### src/rtl/signed_bcd_addsub_ctrl_pkg.sv
// ---------------------------------------------------------------------------
// signed_bcd_addsub_ctrl_pkg : state encoding, BCD constants and digit helpers
// Rev 1.0
// ---------------------------------------------------------------------------
`default_nettype none

package signed_bcd_addsub_ctrl_pkg;

  typedef enum logic [2:0] {
    IDLE = 3'd0,
    CMP  = 3'd1,
    DIG0 = 3'd2,
    DIG1 = 3'd3,
    DIG2 = 3'd4,
    FIN  = 3'd5
  } state_e;

  localparam logic [4:0] BCD_MAX_DIGIT = 5'd9;
  localparam logic [4:0] BCD_RADIX     = 5'd10;

  localparam logic OP_ADD = 1'b0;
  localparam logic OP_SUB = 1'b1;

  function automatic logic [3:0] bcd_digit(input logic [11:0] v, input logic [1:0] idx);
    logic [3:0] d;
    case (idx)
      2'd0:    d = v[3:0];
      2'd1:    d = v[7:4];
      default: d = v[11:8];
    endcase
    return d;
  endfunction

  function automatic logic has_bad_digit(input logic [11:0] v);
    return ({1'b0, v[3:0]}  > BCD_MAX_DIGIT) ||
           ({1'b0, v[7:4]}  > BCD_MAX_DIGIT) ||
           ({1'b0, v[11:8]} > BCD_MAX_DIGIT);
  endfunction

endpackage

`default_nettype wire

### src/rtl/bcd_digit_addsub.sv
// ---------------------------------------------------------------------------
// bcd_digit_addsub : combinational single BCD digit add/subtract with carry
// Rev 1.0
// ---------------------------------------------------------------------------
`default_nettype none

module bcd_digit_addsub
  import signed_bcd_addsub_ctrl_pkg::*;
(
  input  logic [3:0] x_i,
  input  logic [3:0] y_i,
  input  logic       cin_i,
  input  logic       mode_i,
  output logic [3:0] r_o,
  output logic       cout_o
);

  logic [4:0] sum;
  logic [4:0] diff;

  always_comb begin
    sum    = {1'b0, x_i} + {1'b0, y_i} + {4'd0, cin_i};
    diff   = {1'b0, x_i} - {1'b0, y_i} - {4'd0, cin_i};
    r_o    = 4'd0;
    cout_o = 1'b0;
    if (mode_i == OP_ADD) begin
      if (sum > BCD_MAX_DIGIT) begin
        r_o    = sum[3:0] - BCD_RADIX[3:0];
        cout_o = 1'b1;
      end else begin
        r_o = sum[3:0];
      end
    end else begin
      // Digits are at most 9, so diff lies in -10..9 and bit 4 is the sign.
      if (diff[4]) begin
        r_o    = diff[3:0] + BCD_RADIX[3:0];
        cout_o = 1'b1;
      end else begin
        r_o = diff[3:0];
      end
    end
  end

endmodule

`default_nettype wire

### src/rtl/mag_cmp12.sv
// ---------------------------------------------------------------------------
// mag_cmp12 : 12-bit unsigned magnitude comparator (L/E/G)
// Rev 1.0
// ---------------------------------------------------------------------------
`default_nettype none

module mag_cmp12 (
  input  logic [11:0] a_i,
  input  logic [11:0] b_i,
  output logic        lt_o,
  output logic        eq_o,
  output logic        gt_o
);

  assign lt_o = (a_i <  b_i);
  assign eq_o = (a_i == b_i);
  assign gt_o = (a_i >  b_i);

endmodule

`default_nettype wire

### src/rtl/signed_bcd_addsub_ctrl.sv
// ---------------------------------------------------------------------------
// signed_bcd_addsub_ctrl : signed 3-digit BCD add/sub sequencer, LSD first.
// Optional macro BCD_SAT_EN saturates add overflow to 999.  Rev 1.0
// ---------------------------------------------------------------------------
`default_nettype none

module signed_bcd_addsub_ctrl
  import signed_bcd_addsub_ctrl_pkg::*;
#(
  parameter int   DIGITS    = 3,
  parameter logic ZERO_SIGN = 1'b0
) (
  input  logic       clk,
  input  logic       rst,
  input  logic       start,
  input  logic       op,
  input  logic       SA,
  input  logic [3:0] A2,
  input  logic [3:0] A1,
  input  logic [3:0] A0,
  input  logic       SB,
  input  logic [3:0] B2,
  input  logic [3:0] B1,
  input  logic [3:0] B0,
  output logic       busy,
  output logic       done,
  output logic       SR,
  output logic [3:0] R2,
  output logic [3:0] R1,
  output logic [3:0] R0,
  output logic       ovf,
  output logic       err
);

  localparam logic [1:0] LAST_DIG = 2'(DIGITS - 1);

  state_e      state_q, state_d;
  logic        op_q, op_d;
  logic        sa_q, sa_d;
  logic        sb_q, sb_d;
  logic [11:0] a_q, a_d;
  logic [11:0] b_q, b_d;
  logic        lt_q, lt_d;
  logic        eq_q, eq_d;
  logic        gt_q, gt_d;
  logic        eff_sub_q, eff_sub_d;
  logic        c_q, c_d;
  logic [11:0] r_q, r_d;
  logic        sr_q, sr_d;
  logic        ovf_q, ovf_d;
  logic        err_q, err_d;

  logic        cmp_lt, cmp_eq, cmp_gt;
  logic        swap;
  logic        sign_sel;
  logic [1:0]  dig_idx;
  logic [3:0]  x_dig, y_dig, dig_r;
  logic        dig_c;
  logic        dig_mode;
  logic [11:0] r_cur;
  logic        ovf_add;

  mag_cmp12 u_cmp (
    .a_i  (a_q),
    .b_i  (b_q),
    .lt_o (cmp_lt),
    .eq_o (cmp_eq),
    .gt_o (cmp_gt)
  );

  // Subtracting the smaller magnitude from the larger keeps the final borrow at 0.
  assign swap     = eff_sub_q & lt_q & ~(eq_q | gt_q);
  assign sign_sel = swap ? (sb_q ^ op_q) : sa_q;
  assign dig_mode = eff_sub_q ? OP_SUB : OP_ADD;

  always_comb begin
    case (state_q)
      DIG1:    dig_idx = 2'd1;
      DIG2:    dig_idx = 2'd2;
      default: dig_idx = 2'd0;
    endcase
  end

  assign x_dig = bcd_digit(swap ? b_q : a_q, dig_idx);
  assign y_dig = bcd_digit(swap ? a_q : b_q, dig_idx);

  bcd_digit_addsub u_digit (
    .x_i    (x_dig),
    .y_i    (y_dig),
    .cin_i  (c_q),
    .mode_i (dig_mode),
    .r_o    (dig_r),
    .cout_o (dig_c)
  );

  always_comb begin
    state_d   = state_q;
    op_d      = op_q;
    sa_d      = sa_q;
    sb_d      = sb_q;
    a_d       = a_q;
    b_d       = b_q;
    lt_d      = lt_q;
    eq_d      = eq_q;
    gt_d      = gt_q;
    eff_sub_d = eff_sub_q;
    c_d       = c_q;
    r_d       = r_q;
    sr_d      = sr_q;
    ovf_d     = ovf_q;
    err_d     = err_q;
    ovf_add   = 1'b0;
    r_cur     = r_q;

    case (dig_idx)
      2'd0:    r_cur[3:0]  = dig_r;
      2'd1:    r_cur[7:4]  = dig_r;
      default: r_cur[11:8] = dig_r;
    endcase

    case (state_q)
      IDLE: begin
        if (start) begin
          op_d    = op;
          sa_d    = SA;
          sb_d    = SB;
          a_d     = {A2, A1, A0};
          b_d     = {B2, B1, B0};
          r_d     = 12'd0;
          sr_d    = 1'b0;
          ovf_d   = 1'b0;
          err_d   = 1'b0;
          state_d = CMP;
        end
      end
      CMP: begin
        lt_d = cmp_lt;
        eq_d = cmp_eq;
        gt_d = cmp_gt;
        c_d  = 1'b0;
        if (has_bad_digit(a_q) || has_bad_digit(b_q)) begin
          err_d   = 1'b1;
          r_d     = 12'd0;
          sr_d    = ZERO_SIGN;
          ovf_d   = 1'b0;
          state_d = FIN;
        end else begin
          eff_sub_d = (op_q == OP_SUB) ^ sa_q ^ sb_q;
          state_d   = DIG0;
        end
      end
      DIG0, DIG1, DIG2: begin
        r_d = r_cur;
        c_d = dig_c;
        if (dig_idx == LAST_DIG) begin
          ovf_add = ~eff_sub_q & dig_c;
          ovf_d   = ovf_add;
`ifdef BCD_SAT_EN
          if (ovf_add) begin
            r_d = 12'h999;
          end
`endif
          sr_d    = (r_d == 12'd0) ? ZERO_SIGN : sign_sel;
          state_d = FIN;
        end else begin
          state_d = (state_q == DIG0) ? DIG1 : DIG2;
        end
      end
      FIN: begin
        state_d = IDLE;
      end
      default: begin
        state_d = IDLE;
      end
    endcase
  end

  always_ff @(posedge clk) begin
    if (rst) begin
      state_q   <= IDLE;
      op_q      <= 1'b0;
      sa_q      <= 1'b0;
      sb_q      <= 1'b0;
      a_q       <= 12'd0;
      b_q       <= 12'd0;
      lt_q      <= 1'b0;
      eq_q      <= 1'b0;
      gt_q      <= 1'b0;
      eff_sub_q <= 1'b0;
      c_q       <= 1'b0;
      r_q       <= 12'd0;
      sr_q      <= 1'b0;
      ovf_q     <= 1'b0;
      err_q     <= 1'b0;
    end else begin
      state_q   <= state_d;
      op_q      <= op_d;
      sa_q      <= sa_d;
      sb_q      <= sb_d;
      a_q       <= a_d;
      b_q       <= b_d;
      lt_q      <= lt_d;
      eq_q      <= eq_d;
      gt_q      <= gt_d;
      eff_sub_q <= eff_sub_d;
      c_q       <= c_d;
      r_q       <= r_d;
      sr_q      <= sr_d;
      ovf_q     <= ovf_d;
      err_q     <= err_d;
    end
  end

  assign busy = (state_q != IDLE);
  assign done = (state_q == FIN);
  assign SR   = sr_q;
  assign R2   = r_q[11:8];
  assign R1   = r_q[7:4];
  assign R0   = r_q[3:0];
  assign ovf  = ovf_q;
  assign err  = err_q;

endmodule

`default_nettype wire

### config.mk
export PLATFORM = sky130hd
export DESIGN_NAME = signed_bcd_addsub_ctrl
export DESIGN_NICKNAME = d
export VERILOG_FILES = /design/src/rtl/signed_bcd_addsub_ctrl_pkg.sv /design/src/rtl/bcd_digit_addsub.sv /design/src/rtl/mag_cmp12.sv /design/src/rtl/signed_bcd_addsub_ctrl.sv
export SDC_FILE = /design/constraint.sdc
export NUM_CORES = 1
export LEC_CHECK = 0
export ABC_AREA = 1
export CORE_AREA = 2 2 99 101
export CTS_CLUSTER_DIAMETER = 40
export DETAILED_ROUTE_END_ITERATION = 12
export DIE_AREA = 0 0 101 103
export MAX_ROUTING_LAYER = met4
export PLACE_DENSITY = 0.72
export SLEW_MARGIN = 5
export SYNTH_ARGS = -nofsm -noshare
export SYNTH_HDL_FRONTEND = slang
export SYNTH_SLANG_ARGS = --single-unit
### constraint.sdc
create_clock -name clk -period 3.25 [get_ports clk]
set_input_delay 0.4875 -clock clk [delete_from_list [all_inputs] [get_ports clk]]
set_output_delay 0.4875 -clock clk [all_outputs]
set_load 0.01 [all_outputs]
After elaboration in Yosys (flattened, before gate mapping)
Index checks and enable logic that the tools add are counted.

Add/subtract/negate cells: 6. Multipliers: 0. Div/mod/pow operators: 0. Order comparisons: 9. Equal/unequal tests: 11. Shift-type cells: 0. Mux-type cells: 34. Bitwise gates (word level): 10. Reductions and logical operators: 19.

Operators by type and width (number): 12-bit 2-to-1 mux (4); 12-bit one-hot mux with 3 select lines (1); 4-bit > comparator, second input constant (6); 4-bit 2-to-1 mux (6); 4-bit one-hot mux with 2 select lines (2); 12-bit equality test (1); 12-bit > comparator (1); 12-bit logical NOT (1); 12-bit less-than comparator (1); 3-bit 2-to-1 mux (4); 1-bit 2-to-1 mux (11); 3-bit one-hot mux with 3 select lines (1); 3-bit by 2-bit equality test with 1-bit output, second input constant (2); 3-bit equality test, second input constant (2); 2-bit inequality test, second input constant (3); 1-bit one-hot mux with 3 select lines (2); 3-bit AND reduction (2); 3-bit nonzero test (2); 4-bit by 4-bit adder with 5-bit output (1); 5-bit by 1-bit adder with 5-bit output (1); 5-bit by 4-bit > comparator with 1-bit output, second input constant (1); 1-bit logical OR (5); 4-bit by 4-bit subtractor with 5-bit output (1); 5-bit by 1-bit subtractor with 5-bit output (1); 18 further kinds (27).

Register bits: 50. Bits in latches: 0. Bits in writable memories: 0. Bits in read-only memories: 0. Input port bits: 30. Output and inout bits: 17. Logic and storage cells: 104. Memories kept: 0.

Logic depth before layout (Yosys ltp)
Depth after elaboration: 15. Depth in mapped cells: 31. Gate-level depth less buffers: 29.

Hierarchy
Synthesis repeated with hierarchy kept, for this count alone.

Cell total of the unflattened synthesis: 533. Area, all modules: 3540.9 um^2.

By module, submodules not included: signed_bcd_addsub_ctrl (instances 1, cells each 365, area an instance 2560.0 um^2, seq. area each 1001.0 um^2); bcd_digit_addsub (instances 1, cells each 110, area an instance 621.8 um^2, seq. area each 0.0 um^2); mag_cmp12 (instances 1, cells each 58, area an instance 359.1 um^2, seq. area each 0.0 um^2).

Worst setup path before layout
Ideal clock, no wire load.

Path kind: flip-flop to flip-flop. Start point: register eff_sub_q. End point: register sr_q, in the netlist SR. Library setup time: 0.131 ns. Data arrival time: 3.407 ns. Data required time: 3.119 ns. Setup slack: -0.287 ns. Stages on the path, launching flop included: 32. Buffers on the path: 2. Period minus slack after synthesis: 3.537 ns. Cells stage by stage: dfxtp_1 -> buf_6 -> nand2_4 -> inv_6 -> nand2_8 -> buf_6 -> nand2_4 -> nand3_2 -> nand3_4 -> xor2_1 -> ha_1 -> inv_1 -> nand2_2 -> inv_1 -> fa_1 -> xnor2_1 -> inv_1 -> ha_1 -> inv_1 -> nor2_1 -> a31oi_1 -> nand3_4 -> nand2_4 -> nand2_2 -> nand3_2 -> nand3_1 -> nand2_1 -> nand2_1 -> nor2_1 -> nand3_1 -> nand2_1 -> a21oi_2.

Longest elaborated chain between the ends: 14. Elaborated cells on any way between the ends: 25. Classes of those cells: add/sub (6); order compare (1); mux (15); bitwise (2); reduce/logical (1).

Ends and longest elaborated chain: from (decl) (RTL line signed_bcd_addsub_ctrl.sv:46) `logic eff_sub_q, eff_sub_d;`; from (signal assigned) (RTL line signed_bcd_addsub_ctrl.sv:205) `eff_sub_q <= eff_sub_d;`; 1-bit AND (2 in series) (RTL line signed_bcd_addsub_ctrl.sv:72) `assign swap = eff_sub_q & lt_q & ~(eq_q | gt_q);`; 12-bit 2-to-1 mux, on equally long branches (RTL line signed_bcd_addsub_ctrl.sv:84, signed_bcd_addsub_ctrl.sv:85); 4-bit one-hot mux with 2 select lines (RTL line signed_bcd_addsub_ctrl_pkg.sv:26) `case (idx)`; 4-bit by 4-bit adder with 5-bit output or 4-bit by 4-bit subtractor with 5-bit output (tied branches) (RTL line bcd_digit_addsub.sv:22, bcd_digit_addsub.sv:23); 5-bit by 1-bit adder with 5-bit output or 5-bit by 1-bit subtractor with 5-bit output (tied branches) (RTL line bcd_digit_addsub.sv:22, bcd_digit_addsub.sv:23); 4-bit subtractor (tied with other cells) (RTL line bcd_digit_addsub.sv:28) `r_o = sum[3:0] - BCD_RADIX[3:0];`; 4-bit 2-to-1 mux, on equally long branches (RTL line bcd_digit_addsub.sv:27, bcd_digit_addsub.sv:35); 4-bit 2-to-1 mux (RTL line bcd_digit_addsub.sv:26) `if (mode_i == OP_ADD) begin`; 4-bit 2-to-1 mux (RTL line signed_bcd_addsub_ctrl.sv:115) `case (dig_idx)`; 12-bit logical NOT (RTL line signed_bcd_addsub_ctrl.sv:163) `sr_d = (r_d == 12'd0) ? ZERO_SIGN : sign_sel;`; 1-bit 2-to-1 mux * (RTL line signed_bcd_addsub_ctrl.sv:163); 1-bit 2-to-1 mux * (RTL line signed_bcd_addsub_ctrl.sv:155) `if (dig_idx == LAST_DIG) begin`; 1-bit one-hot mux with 3 select lines * (RTL line signed_bcd_addsub_ctrl.sv:121) `case (state_q)`; to (signal assigned) (RTL line signed_bcd_addsub_ctrl.sv:208) `sr_q <= sr_d;`; to (decl) (RTL line signed_bcd_addsub_ctrl.sv:49) `logic sr_q, sr_d;`.

Mark *: on every way between the ends. The rest lies on a longest branch, timed or not. The select of a mux whose other input is x is not followed. A chain may end at the register's enable or synchronous reset.

Final worst setup path
Start point: register state_q[0]. End point: register sr_q, in the netlist SR.

Longest elaborated chain between the ends: 14. Elaborated cells on any way between the ends: 35. Classes of those cells: add/sub (6); order compare (1); eq/ne (9); mux (12); reduce/logical (7).

Ends and longest elaborated chain: from (decl) (RTL line signed_bcd_addsub_ctrl.sv:37) `state_e state_q, state_d;`; from (signal assigned) (RTL line signed_bcd_addsub_ctrl.sv:196) `state_q <= state_d;`; 3-bit equality test or 3-bit by 2-bit equality test with 1-bit output (tied branches) (RTL line signed_bcd_addsub_ctrl.sv:77, signed_bcd_addsub_ctrl.sv:121); 2-bit one-hot mux with 2 select lines (RTL line signed_bcd_addsub_ctrl.sv:77) `case (state_q)`; 2-bit by 1-bit equality test with 1-bit output or 2-bit logical NOT (tied branches) (RTL line signed_bcd_addsub_ctrl_pkg.sv:26, signed_bcd_addsub_ctrl.sv:115); 4-bit one-hot mux with 2 select lines (RTL line signed_bcd_addsub_ctrl_pkg.sv:26); 4-bit by 4-bit adder with 5-bit output or 4-bit by 4-bit subtractor with 5-bit output (tied branches) (RTL line bcd_digit_addsub.sv:22, bcd_digit_addsub.sv:23); 5-bit by 1-bit adder with 5-bit output or 5-bit by 1-bit subtractor with 5-bit output (tied branches) (RTL line bcd_digit_addsub.sv:22, bcd_digit_addsub.sv:23); 4-bit subtractor (tied with other cells) (RTL line bcd_digit_addsub.sv:28); 4-bit 2-to-1 mux, on equally long branches (RTL line bcd_digit_addsub.sv:27, bcd_digit_addsub.sv:35); 4-bit 2-to-1 mux (RTL line bcd_digit_addsub.sv:26); 4-bit 2-to-1 mux (RTL line signed_bcd_addsub_ctrl.sv:115); 12-bit logical NOT (RTL line signed_bcd_addsub_ctrl.sv:163); 1-bit 2-to-1 mux (RTL line signed_bcd_addsub_ctrl.sv:163); 1-bit 2-to-1 mux (RTL line signed_bcd_addsub_ctrl.sv:155); 1-bit one-hot mux with 3 select lines (RTL line signed_bcd_addsub_ctrl.sv:121).

Several ways; a longest one is shown, not always the timed one. The select of a mux whose other input is x is not followed.

==> flow_summary.yaml <==
detailed_routing:
  drc: 0
  wl_per_cell_um: 13.7
  num_vias: 3741
  drtIter0Drc: 208
  via_per_inst: 5.15
  first_pass_iters: 5
  antenna_left: 0
  drt-total-wl_um: 9980
logic_synthesis:
  synth.distinct_cells: 42
  synth_edf_count: 0
  synth-warning-count: 0
  synth.area.top_cells: "dfxtp_1, a21oi_1, nand2_1"
  async_flop_share_pct: 0
  syn_inst: 493
  syn_area_um2: 3450
  syn_area_per_cell_um2: 6.99
  synth_top_family_by_area: "simple AND/OR/NAND/NOR gates"
  synth_compound_area_share_pct: 21.0
  synthAdderAreaFrac_pct: 9.51
  synth-simple-area-share_pct: 28.2
  synth.area.mux_share_pct: 0.290
  yosysTopAreaCell: "dfxtp_1"
  synth_seq_area_share_pct: 29.0
  synth-main-ff-cell: "dfxtp_1"
  synth.top_cell.area_share_pct: 29.0
  synth_nets: 548
  ys_seq_elements: 50
  synth_xor_area_share_pct: 1.78
timing:
  hold_viol_final: 0
  setup_violations: 12
  min_period_over_period_pct: 111
  period_needed_ns: 3.60
  fin_ws_ns: -0.355
  rsz0062_at_grt: "yes"
  setup-tns-final_ns: -2.31
  drv_slew: 0
  skew_ns: 0.00436
  fmaxAchievable_mhz: 277
  slew_headroom_pct: 39.0
  tightest_slew_ns: 0.913
clock_tree:
  htreeDepth: 2
  cts_tree: "built"
  cts_made_buffers: 5
  clk_latency_ns: 0.30
  clock-sinks: 50
  path_clk_slew_ns: 0.09
  cts.root.buffer_cell: "clkbuf_8"
  cts_max_path_buffers: 2
setup_path:
  crit_slowest_cell: "fa_2"
  crit_family: "simple AND/OR/NAND/NOR gates"
  cp_data_required_time_ns: 3.45
  worstSetupEndpointType: "flip-flop"
  cp.buffers_inverters: 6
  critPathMaxStageDelay_ns: 0.36
  crit_type: "reg2reg"
  worstPathArrival_ns: 3.80
  startpoint_type: "flip-flop"
  critical_path.max_fanout: 6
outcome:
  status: "complete, but fails checks"
  violations: "setup timing"
min_path:
  hold_path_class: "reg2reg"
floorplanning:
  row_count: 36
  start_util_pct: 36.4
  die_y_um: 103
  die_w_um: 101
  io_pins: 47
  die_area_um2: 10400
  core_area_um2: 9460
pwr:
  power.switching_w: 0.00299
  pwr-share-clk_pct: 7.1
  p_comb_share_pct: 78.1
  power.density_nw_per_um2: 1260
  ir_drop_mv: 0.658
  p_leak_nw: 2.21
  p_int_w: 0.00335
  switching_share_pct: 47.2
  power_frac_seq_pct: 14.8
global_routing:
  grt_antenna_before_repair: 0
  grt_usage_pct: 19.8
  grt_pass1_vias: 3525
  grt_pass1_wl_um: 16200
  grt.overflow.total: 0
  grt_start_max_net_pins: 38
finish:
  nets: 668
  drive_gt1_share_pct: 29.9
  fin_cells: 727
  syn2layout_area_growth_pct: 45.7
  mostFrequentLayoutCell: "buf_4"
  final_cell_mix: "buf_4, nand2_1, a21oi_1"
  insertedDiodeCount: 0
place:
  gp_congestion: 0.922
  port_buffers: 46
  hpwl_um: 7390
  dp.cells: 698
job:
  max_cap_violations: 0
layout make-up:
cell class	count	area, um^2
fill	886	4440
multi-input combinational	358	2370
timing repair buffer	129	1110
sequential	50	1010
inverter	69	274
tap	114	143
clock buffer	6	82.6
clock inverter	1	30.0
synth_stat cells, drive strengths merged, types with 4 or more instances:
library cell	instances
or2	11
nand2	92
clkbuf	13
buf	4
o211ai	10
o21ai	43
nand4	6
ha	23
a21oi	66
nor2	29
a31oi	4
nand3	48
xor2	4
dfxtp	50
nor3	4
inv	68
flip-flops by register name, indices dropped and copies added (netlist names), 3 cells and up:
signal and count:
b_q 12, a_q 12, r_q 12, state_q 3
cell families (layout without fill, tap and decap cells):
group,count (synthesis),after routing
buffers and inverters,86,205
AND/OR/NAND/NOR,193,194
multiplexers,1,1
flip-flops,50,50
adder cells (fa/ha/maj),25,25
AO/OA/AOI/OAI,131,131
XOR/XNOR,7,7
power groups by stage:
stage	Sequential, W	Clock [W]	Combinational (W)
final	0.000939	0.000450	0.00496
after global routing	0.000960	0.000481	0.00542
after CTS	0.000933	0.000456	0.00433
after detailed placement	0.000942	0	0.00391
after global placement	0.000940	0	0.00379
after floorplan	0.000919	0	0.00250
metrics by stage:
step	utilization [%]	power [W]	setup WS (ns)	hold slack (ns)	instance area [um^2]
2_1_floorplan	-	0.00342	-0.106	0.450	3500
3_3_place_gp	47.4	0.00473	-0.374	0.460	4480
3_5_place_dp	47.4	0.00485	-0.523	0.460	4480
4_1_cts	51.0	0.00572	-0.367	0.448	4820
5_1_grt	53.1	0.00686	-0.575	0.475	5020
6_report	53.1	0.00635	-0.355	0.455	5020
path summary, 6_finish.rpt:
kind	from	end	slack, ns	cells past startpoint
worst max register to register	state_q[0]	SR	-0.35	29
worst min-delay path	state_q[0]	state_q[0]	0.46	1
worst max-delay path	state_q[0]	SR	-0.35	29
worst min register to register	state_q[0]	state_q[0]	0.46	1
what timing repair did:
action / 4_1_cts / 5_1_grt
resized for setup: 18 / 40
buffers inserted: 18 / 5
pin swaps: 23 / 25
endpoints found under the hold margin: 0 / 0
endpoints found under the setup margin: 12 / 12
gates cloned: 1 / 0
hold buffers: 0 / 0
per-layer routing:
metal	share of wire (%)	up-vias	wire length (um)	GRT usage [%]
met5	0	-	0	-
met4	1.1	0	108	5.20
met3	2.7	10	270	1.90
met1	44	1767	4430	24.1
li1	-	1895	-	-
met2	52	69	5180	35.2
Power figures use the tool's default switching activity.
